**config.mk**
```make
export PLATFORM = sky130hd
export DESIGN_NAME = program_loader
export DESIGN_NICKNAME = d
export VERILOG_FILES = /design/src/rtl/program_loader.sv
export SDC_FILE = /design/constraint.sdc
export NUM_CORES = 1
export LEC_CHECK = 0
export CAP_MARGIN = 40
export CORE_ASPECT_RATIO = 0.9
export CORE_MARGIN = 2
export CORE_UTILIZATION = 44
export CTS_CLUSTER_DIAMETER = 30
export DETAILED_ROUTE_END_ITERATION = 7
export PLACE_DENSITY = 0.86
export SLEW_MARGIN = 5
export SYNTH_ARGS = -nofsm -noshare
export SYNTH_HDL_FRONTEND = slang
export SYNTH_SLANG_ARGS = --single-unit
```
**constraint.sdc**
```tcl
create_clock -name clock -period 2.4 [get_ports clock]
set_input_delay 0.36 -clock clock [delete_from_list [all_inputs] [get_ports clock]]
set_output_delay 0.36 -clock clock [all_outputs]
set_load 0.02 [all_outputs]
```
**src/rtl/program_loader.sv**
```systemverilog
// rtl/program_loader.sv - encodes R-type fields into RISC-V words and writes them to instruction memory
// One accepted field set produces one write strobe on the following cycle at the next sequential address.
module program_loader #(
  parameter int ADDR_WIDTH = 32,
  parameter int DEPTH      = 16,
  parameter int BASE_ADDR  = 0,
  parameter int ADDR_STEP  = 4,
  localparam int CW        = $clog2(DEPTH + 1)
) (
  input  logic                  clock,
  input  logic                  reset,
  input  logic                  start,
  input  logic                  finish,
  input  logic                  in_valid,
  output logic                  in_ready,
  input  logic [6:0]            opcode,
  input  logic [4:0]            rd,
  input  logic [2:0]            func3,
  input  logic [4:0]            rs1,
  input  logic [4:0]            rs2,
  input  logic [6:0]            func7,
  output logic                  mem_write_enable,
  output logic [ADDR_WIDTH-1:0] mem_address,
  output logic [31:0]           mem_write_data,
  output logic [CW-1:0]         word_count,
  output logic [CW-1:0]         add_count,
  output logic                  done
);

  typedef enum logic [1:0] {IDLE, LOAD, DONE} state_t;

  localparam logic [ADDR_WIDTH-1:0] BASE_A = ADDR_WIDTH'(BASE_ADDR);
  localparam logic [ADDR_WIDTH-1:0] STEP_A = ADDR_WIDTH'(ADDR_STEP);

  state_t      state;
  logic        accept;
  logic        is_add;
  logic [31:0] word;

  assign in_ready = (state == LOAD) && (word_count < CW'(DEPTH));
  assign accept   = in_valid && in_ready;
  assign word     = {func7, rs2, rs1, func3, rd, opcode};
  assign is_add   = (opcode == 7'b0110011) && (func3 == 3'd0) && (func7 == 7'd0);

  always_ff @(posedge clock or posedge reset) begin
    if (reset) begin
      state            <= IDLE;
      mem_write_enable <= 1'b0;
      mem_address      <= '0;
      mem_write_data   <= '0;
      word_count       <= '0;
      add_count        <= '0;
      done             <= 1'b0;
    end else begin
      mem_write_enable <= 1'b0;
      case (state)
        IDLE: begin
          if (start) begin
            state      <= LOAD;
            word_count <= '0;
            add_count  <= '0;
          end
        end
        LOAD: begin
          if (accept) begin
            mem_write_enable <= 1'b1;
            mem_write_data   <= word;
            // Address uses the pre-increment count, so the first word lands on BASE_ADDR.
            mem_address      <= BASE_A + ADDR_WIDTH'(word_count) * STEP_A;
            word_count       <= word_count + CW'(1);
            if (is_add) add_count <= add_count + CW'(1);
          end
          if (finish || (accept && word_count == CW'(DEPTH - 1))) begin
            state <= DONE;
            done  <= 1'b1;
          end
        end
        DONE: begin
          if (start) begin
            state      <= LOAD;
            done       <= 1'b0;
            word_count <= '0;
            add_count  <= '0;
          end
        end
        default: state <= IDLE;
      endcase
    end
  end

endmodule

```
-- Word level (Yosys, flattened, before mapping)
Index checks and enable logic that the tools add are counted.
- add/sub/neg operators: 2
- magnitude comparators: 1
- eq/ne operators: 9
- multiplexer cells: 14
- reductions and logical operators: 17
- operators by type and width (cell ; count):
    $mux 5 ; 4
    $pmux 5 s2 ; 2
    $add 5x1->5 const B ; 2
    $eq 7x6->1 const B ; 1
    $logic_not 7->1 ; 1
    $ne 2x2->1 const B ; 3
    $reduce_and 3->1 ; 2
    $eq 5x4->1 const B ; 1
    $logic_and 1x1->1 ; 5
    $lt 5x5->1 const B ; 1
    $mux 1 ; 4
    $mux 2 ; 2
    $ne 2x1->1 const B ; 2
    $pmux 2 s2 ; 1
    $reduce_and 2->1 ; 2
    $reduce_and 4->1 ; 1
    $reduce_bool 2->1 ; 2
    $logic_not 3->1 ; 1
    $eq 2x1->1 const B ; 1
    $eq 2x2->1 const B ; 1
    $logic_not 2->1 ; 1
    $pmux 1 s2 ; 1
    $reduce_or 2->1 ; 1
    $logic_or 1x1->1 ; 1
- flip-flop bits (word level): 51
- bits of input ports: 37
- word-level logic and storage cells: 50

-- Logic depth before layout (Yosys ltp)
Gate-level depths: netlist of the first run.
- word-level depth: 7
- mapped depth: 6
- mapped depth without buffers: 6

-- Worst setup path before layout of the first run
OpenSTA, ideal clock, no wires.
- path type: register -> register
- start: reg word_count[4]
- end: reg mem_write_data[0]
- arrival time: 1.468 ns
- required time: 2.275 ns
- path slack: 0.808 ns
- stages on the path, launching flop included: 5
- period minus slack after synthesis: 1.592 ns
- cells stage by stage: dfrtp_1 -> nor4bb_4 -> buf_6 -> buf_4 -> mux2_2
- cells in the longest elaborated chain, start to end: 4
- ends and longest elaborated chain (item ; RTL line ; source):
    start, declared ; 25 ; output logic [CW-1:0] word_count,
    start signal, assigned ; 70 ; word_count <= word_count + CW'(1);
    $lt 5x5->1 ; 40 ; assign in_ready = (state == LOAD) && (word_count < CW'(DEPTH));
    $logic_and 1x1->1 ; 40 ;
    $logic_and 1x1->1 ; 41 ; assign accept = in_valid && in_ready;
    $reduce_and 2->1 (no line) ; - ;
    end signal, assigned ; 67 ; mem_write_data <= word;
    end, declared ; 24 ; output logic [31:0] mem_write_data,
No other way between the ends.
A chain may end at the register's enable or synchronous reset.

-- Worst setup path after layout of the first run
- start: reg state[0]
- end: out in_ready
- cells in the longest elaborated chain, start to end: 2
- ends and longest elaborated chain (item ; RTL line ; source):
    start, declared ; 35 ; state_t state;
    start signal, assigned ; 47 ; state <= IDLE;
    start signal, assigned ; 59 ; state <= LOAD;
    start signal, assigned ; 74 ; state <= DONE;
    $eq 2x1->1 ; 40 ;
    $logic_and 1x1->1 ; 40 ;
    end, declared ; 15 ; output logic in_ready,
No other way between the ends.

==> impl_metrics.yaml, run 1 <==
final_layout:
  area_delta_synth_final_pct: 40.0
  fin_util_pct: 63.4
  final_common_cell: "clkdlybuf4s50_1"
  antenna_cells: 0
  drive_gt1_share_pct: 20.7
  final_cell_count_no_fill: 342
  final_cell_mix: "clkdlybuf4s50_1 (86), dfrtp_1 (51), mux2_2 (38)"
  fin_area_mm2: 0.00331
  nets: 314
  nFillCells: 407
power:
  p_int_mw: 2.44
  cellLeakagePower_nw: 1.46
  p_clk_share_pct: 16.5
  p_per_area_mw_per_mm2: 1120
  sw_frac_of_total_pct: 34.5
  p_comb_share_pct: 46.0
  irDropWorstVdd_v: 0.000534
  power_frac_seq_pct: 37.5
  p_switching_mw: 1.29
  p_total_mw: 3.72
critical_path:
  critPathMaxFanout: 11
  crit_family: "buffers and inverters"
  required_ns: 2.04
  crit_path_end_kind: "output pin"
  slowest_delay_ns: 0.61
  path_class: "reg2out"
  arrival_ns: 1.82
  crit_buf_inv: 1
  crit_chain: "nand2b_1, nor2_1, clkdlybuf4s50_1"
  startpoint_type: "flop"
  slowest_stage: "clkdlybuf4s50_1"
global_routing:
  grt_first_pass_wirelength_um: 7720
  grt_start_max_net_pins: 52
  antenna_found_initial: 0
  grtUsageTotal_pct: 16.8
  grt-ovfl-total: 0
  grt_pass1_vias: 1679
sta:
  hold_viol: 0
  setup_tns_ns: 0
  slew_headroom_pct: 58.4
  finalCriticalPeriod_ns: 2.18
  post-route-period-util_pct: 90.8
  tightestPinTransition_ns: 0.624
  fin_ws_ns: 0.220
  skew_ns: 0.00828
  maxSlewViolCount: 0
  fmax_mhz: 459
  holdWs_ns: 0.511
  setup_viol: 0
  rsz0062_at_grt: "no"
detailed_routing:
  wl_per_cell_um: 14.2
  antenna_left: 0
  drtIter0Drc: 81
  via_count: 1678
  post-route-drc-count: 0
  first_pass_iters: 6
  routed_wl_um: 4850
  viasPerCell: 4.91
floorplanning:
  io-pin-count: 114
  core-area_mm2: 0.00522
  die_height_um: 73.6
  start_util_pct: 45.3
  rows: 25
  die_width_um: 81.3
  fp.dieArea_mm2: 0.00598
clock_network:
  cts_hold_buf: 0
  path_clk_slew_ns: 0.09
  cts.sinks: 51
  cts_root_buf: "clkbuf_8"
  clockBufferDepth: 2
  ctsResizeCount: 0
  postCtsSetupBuffers: 0
  htreeDepth: 2
  clk_latency_ns: 0.29
  cts_tree: "done"
  numCtsBuffers: 5
logic_synthesis:
  yosysUniqueCellTypes: 33
  synthTopCellsByArea: "dfrtp_1 (54%), mux2_2 (18%), buf_4 (10%)"
  yosys_register_bits: 51
  synth_flop_cell: "dfrtp_1"
  synthArstFlopShare_pct: 100
  syn_inst: 183
  synthesis.area_mm2: 0.00236
  ys_warn_count: 0
  synth_compound_area_share_pct: 5.66
  synth_top_family_by_area: "multiplexers"
  synth_xor_area_share_pct: 0.741
  yosys.area_share.adder_pct: 1.59
  synth_largest_area_cell: "dfrtp_1"
  syn_area_per_cell_um2: 12.9
  ys_seq_area_share_pct: 54.0
  yosys.area.top_type_share_pct: 54.0
  synthMuxAreaShare_pct: 18.1
  synth_edf_count: 0
  synthSimpleGateAreaFrac_pct: 8.52
placed_design:
  port_buffers: 86
  dp_cells: 334
  dp_hpwl_um: 3710
  gp_congestion: 0.816
  dpl_cell_area_mm2: 0.00319
  dp_slack_ns: 0.267
run:
  maxCapViolCount: 0
min_path:
  hp-class: "reg2reg"
outcome:
  status: "finished, final reports clean"
registers in the layout (all words and copies together), names as in the netlist:
register	flops
add_count	5
mem_write_data	32
word_count	5
state	2
mem_address	5
mem_write_enable	1
done	1
synth_stat cells, drive strengths merged, types with 3 or more instances:
master,count
dfrtp,51
mux2,38
buf,33
nor2,7
nand2,6
inv,4
o21ai,4
a21oi,3
ha,3
nand2b,3
nand3,3
nor4bb,3
o31ai,3
worst reg2reg max path: stages, from the launching register on:
cell	delay (ns)
dfrtp_1	0.60
nor4bb_4	0.43
buf_4	0.21
buf_4	0.22
mux2_2	0.36
kinds of logic (layout without fill, tap and decap cells):
group                      count (synthesis)  in the layout
DFF                                       51             51
muxes                                     38             38
buffers and inverters                     37            103
and+or+nand+nor                           32             32
AOI/OAI and AO/OA                         19             19
adders and majority gates                  3              3
xor gates and xnor gates                   2              2
other                                      1             27
layout make-up:
type                            count  area, um^2  area share (%)
Clock buffer                        6        82.6            2.49
Inverter                            4        15.0           0.454
Tap cell                           67        83.8            2.53
Clock inverter                      2        35.0            1.06
Multi-Input combinational cell    121         920            27.8
Timing Repair Buffer               91         898            27.1
Sequential cell                    51        1280            38.5
per-layer routing:
metal	track usage, %	vias to the layer above	share of wire (%)
li1	-	771	-
met4	3.39	0	0.29
met2	28.6	68	49
met1	20.5	837	42
met5	0	-	0
met3	6.27	2	9.4
power by group through the flow:
stage	logic (mW)	clock network [mW]	registers, mW
after floorplan	0.535	0	1.80
after global placement	1.70	0	1.40
after detailed placement	1.73	0	1.42
after CTS	1.74	0.634	1.40
after global routing	1.82	0.672	1.44
final	1.71	0.613	1.40
path summary, 6_finish.rpt:
check	from	slack (ns)	to	cells after the start
hold / removal	mem_write_data[2]	0.51	mem_write_data[2]	1
min in group asynchronous	reset	0.55	mem_write_data[23]	3
setup / recovery	state[0]	0.22	in_ready	3
setup reg to reg	state[0]	0.47	mem_address[4]	4
hold reg to reg	mem_write_data[2]	0.51	mem_write_data[2]	1
max in group asynchronous	reset	1.44	mem_write_data[14]	3
Power figures use the tool's default switching activity.
==> inputs of run 2 (changes only) <==
--- a/config.mk
+++ b/config.mk
@@ -12,6 +12,7 @@
 export CTS_CLUSTER_DIAMETER = 30
 export DETAILED_ROUTE_END_ITERATION = 7
 export PLACE_DENSITY = 0.86
+export SETUP_SLACK_MARGIN = 0.15
 export SLEW_MARGIN = 5
 export SYNTH_ARGS = -nofsm -noshare
 export SYNTH_HDL_FRONTEND = slang
==> impl_metrics.yaml, run 2 (synthesis gave the netlist of run 1 again) <==
outcome:
  status: "finished, final reports clean"
floorplanning:
  io-pin-count: 114
  rows: 25
  die_width_um: 81.3
  die_height_um: 73.6
  start_util_pct: 45.3
  core-area_mm2: 0.00522
  fp.dieArea_mm2: 0.00598
global_routing:
  grt_start_max_net_pins: 52
  antenna_found_initial: 0
  grtUsageMet1_pct: 20.5
  grt-ovfl-total: 0
  met3_usage_pct: 6.27
  busiest_layer: "met2"
  grtUsageTotal_pct: 16.8
  met2_usage_pct: 28.6
  grt_pass1_vias: 1679
  grt_first_pass_wirelength_um: 7720
power:
  sw_frac_of_total_pct: 34.5
  p_int_mw: 2.44
  irDropWorstVdd_v: 0.000534
  power_frac_seq_pct: 37.5
  p_clk_share_pct: 16.4
  p_total_mw: 3.72
  p_switching_mw: 1.29
  p_comb_share_pct: 46.0
  p_per_area_mw_per_mm2: 1120
  cellLeakagePower_nw: 1.46
detailed_routing:
  antenna_left: 0
  first_pass_iters: 5
  post-route-drc-count: 0
  viasPerCell: 4.94
  wl_per_cell_um: 14.3
  via_count: 1691
  drtIter0Drc: 77
  routed_wl_um: 4890
sta:
  skew_ns: 0.00805
  hold_viol: 0
  finalCriticalPeriod_ns: 2.05
  fmax_mhz: 489
  rsz0062_at_grt: "no"
  post-route-period-util_pct: 85.2
  setup_viol: 0
  slew_headroom_pct: 58.3
  maxSlewViolCount: 0
  tightestPinTransition_ns: 0.625
  setup_tns_ns: 0
critical_path:
  r2r-start: "state[0]"
  crit_path_end_kind: "output pin"
  slowest_stage: "clkdlybuf4s50_1"
  arrival_ns: 1.69
  r2r_cells: 4
  startpoint_type: "flop"
  crit_path_start: "state[0]"
  critPathMaxFanout: 11
  cp_num_cells: 3
  crit_buf_inv: 1
  crit_chain: "nand2b_1, nor2_1, clkdlybuf4s50_1"
  path_class: "reg2out"
  required_ns: 2.04
  slowest_delay_ns: 0.61
  r2r_slack_ns: 0.60
  crit_family: "buffers and inverters"
min_path:
  hold_start: "mem_write_data[2]"
  hp-class: "reg2reg"
  holdPathStages: 1
clock_network:
  cts_hold_buf: 0
  numCtsBuffers: 5
  path_clk_slew_ns: 0.09
  cts.sinks: 51
  clockBufferDepth: 2
  htreeDepth: 2
  cts_tree: "done"
  cts_root_buf: "clkbuf_8"
  ctsResizeCount: 0
  clk_latency_ns: 0.29
  postCtsSetupBuffers: 0
final_layout:
  area_delta_synth_final_pct: 40.1
  final_common_cell: "clkdlybuf4s50_1"
  regMostFlops: "mem_write_data"
  nets: 314
  nFillCells: 409
  final_cell_mix: "clkdlybuf4s50_1 (86), dfrtp_1 (50), mux2_2 (38)"
  antenna_cells: 0
  largest_reg_flops: 32
  drive_gt1_share_pct: 21.1
run:
  maxCapViolCount: 0
placed_design:
  dp_hpwl_um: 3710
  port_buffers: 86
  gp_congestion: 0.816
## run 2: layout make-up
class | instances | area (um^2) | share of cell area, %
sequential | 51 | 1280 | 38.6
multi-input combinational | 121 | 920 | 27.8
timing repair buffer | 91 | 898 | 27.1
tap | 67 | 83.8 | 2.53
clock buffer | 6 | 82.6 | 2.49
clock inverter | 2 | 35.0 | 1.06
inverter | 4 | 15.0 | 0.453
## run 2: routing by layer
metal,part of all wire (%),vias to the layer above
met3,10,4
met4,0.59,0
met1,40,835
met2,49,82
met5,0,-
li1,-,770
## run 2: worst paths after layout
kind	endpoint
setup / recovery	in_ready
hold / removal	mem_write_data[2]
setup reg to reg	mem_address[4]
hold reg to reg	mem_write_data[2]
max in group asynchronous	state[0]
min in group asynchronous	mem_write_data[23]
## run 2: stage by stage
step                std cells  setup slack (ns)  instance area [um^2]  hold WS, ns  utilization (%)
floorplan                 209             0.808                  2460        0.446                -
global placement          334             0.324                  3190        0.484             61.1
detailed placement        334             0.267                  3190        0.495             61.1
CTS                       342             0.226                  3310        0.517             63.4
global route              342             0.269                  3310        0.525             63.4
finish                    342             0.354                  3310        0.511             63.4
## run 2: power groups by stage
stage	logic, mW	registers [mW]	clock network (mW)
after global placement	1.70	1.40	0
after detailed placement	1.73	1.42	0
after floorplan	0.535	1.80	0
after CTS	1.74	1.40	0.634
after global routing	1.82	1.45	0.668
final	1.71	1.40	0.612
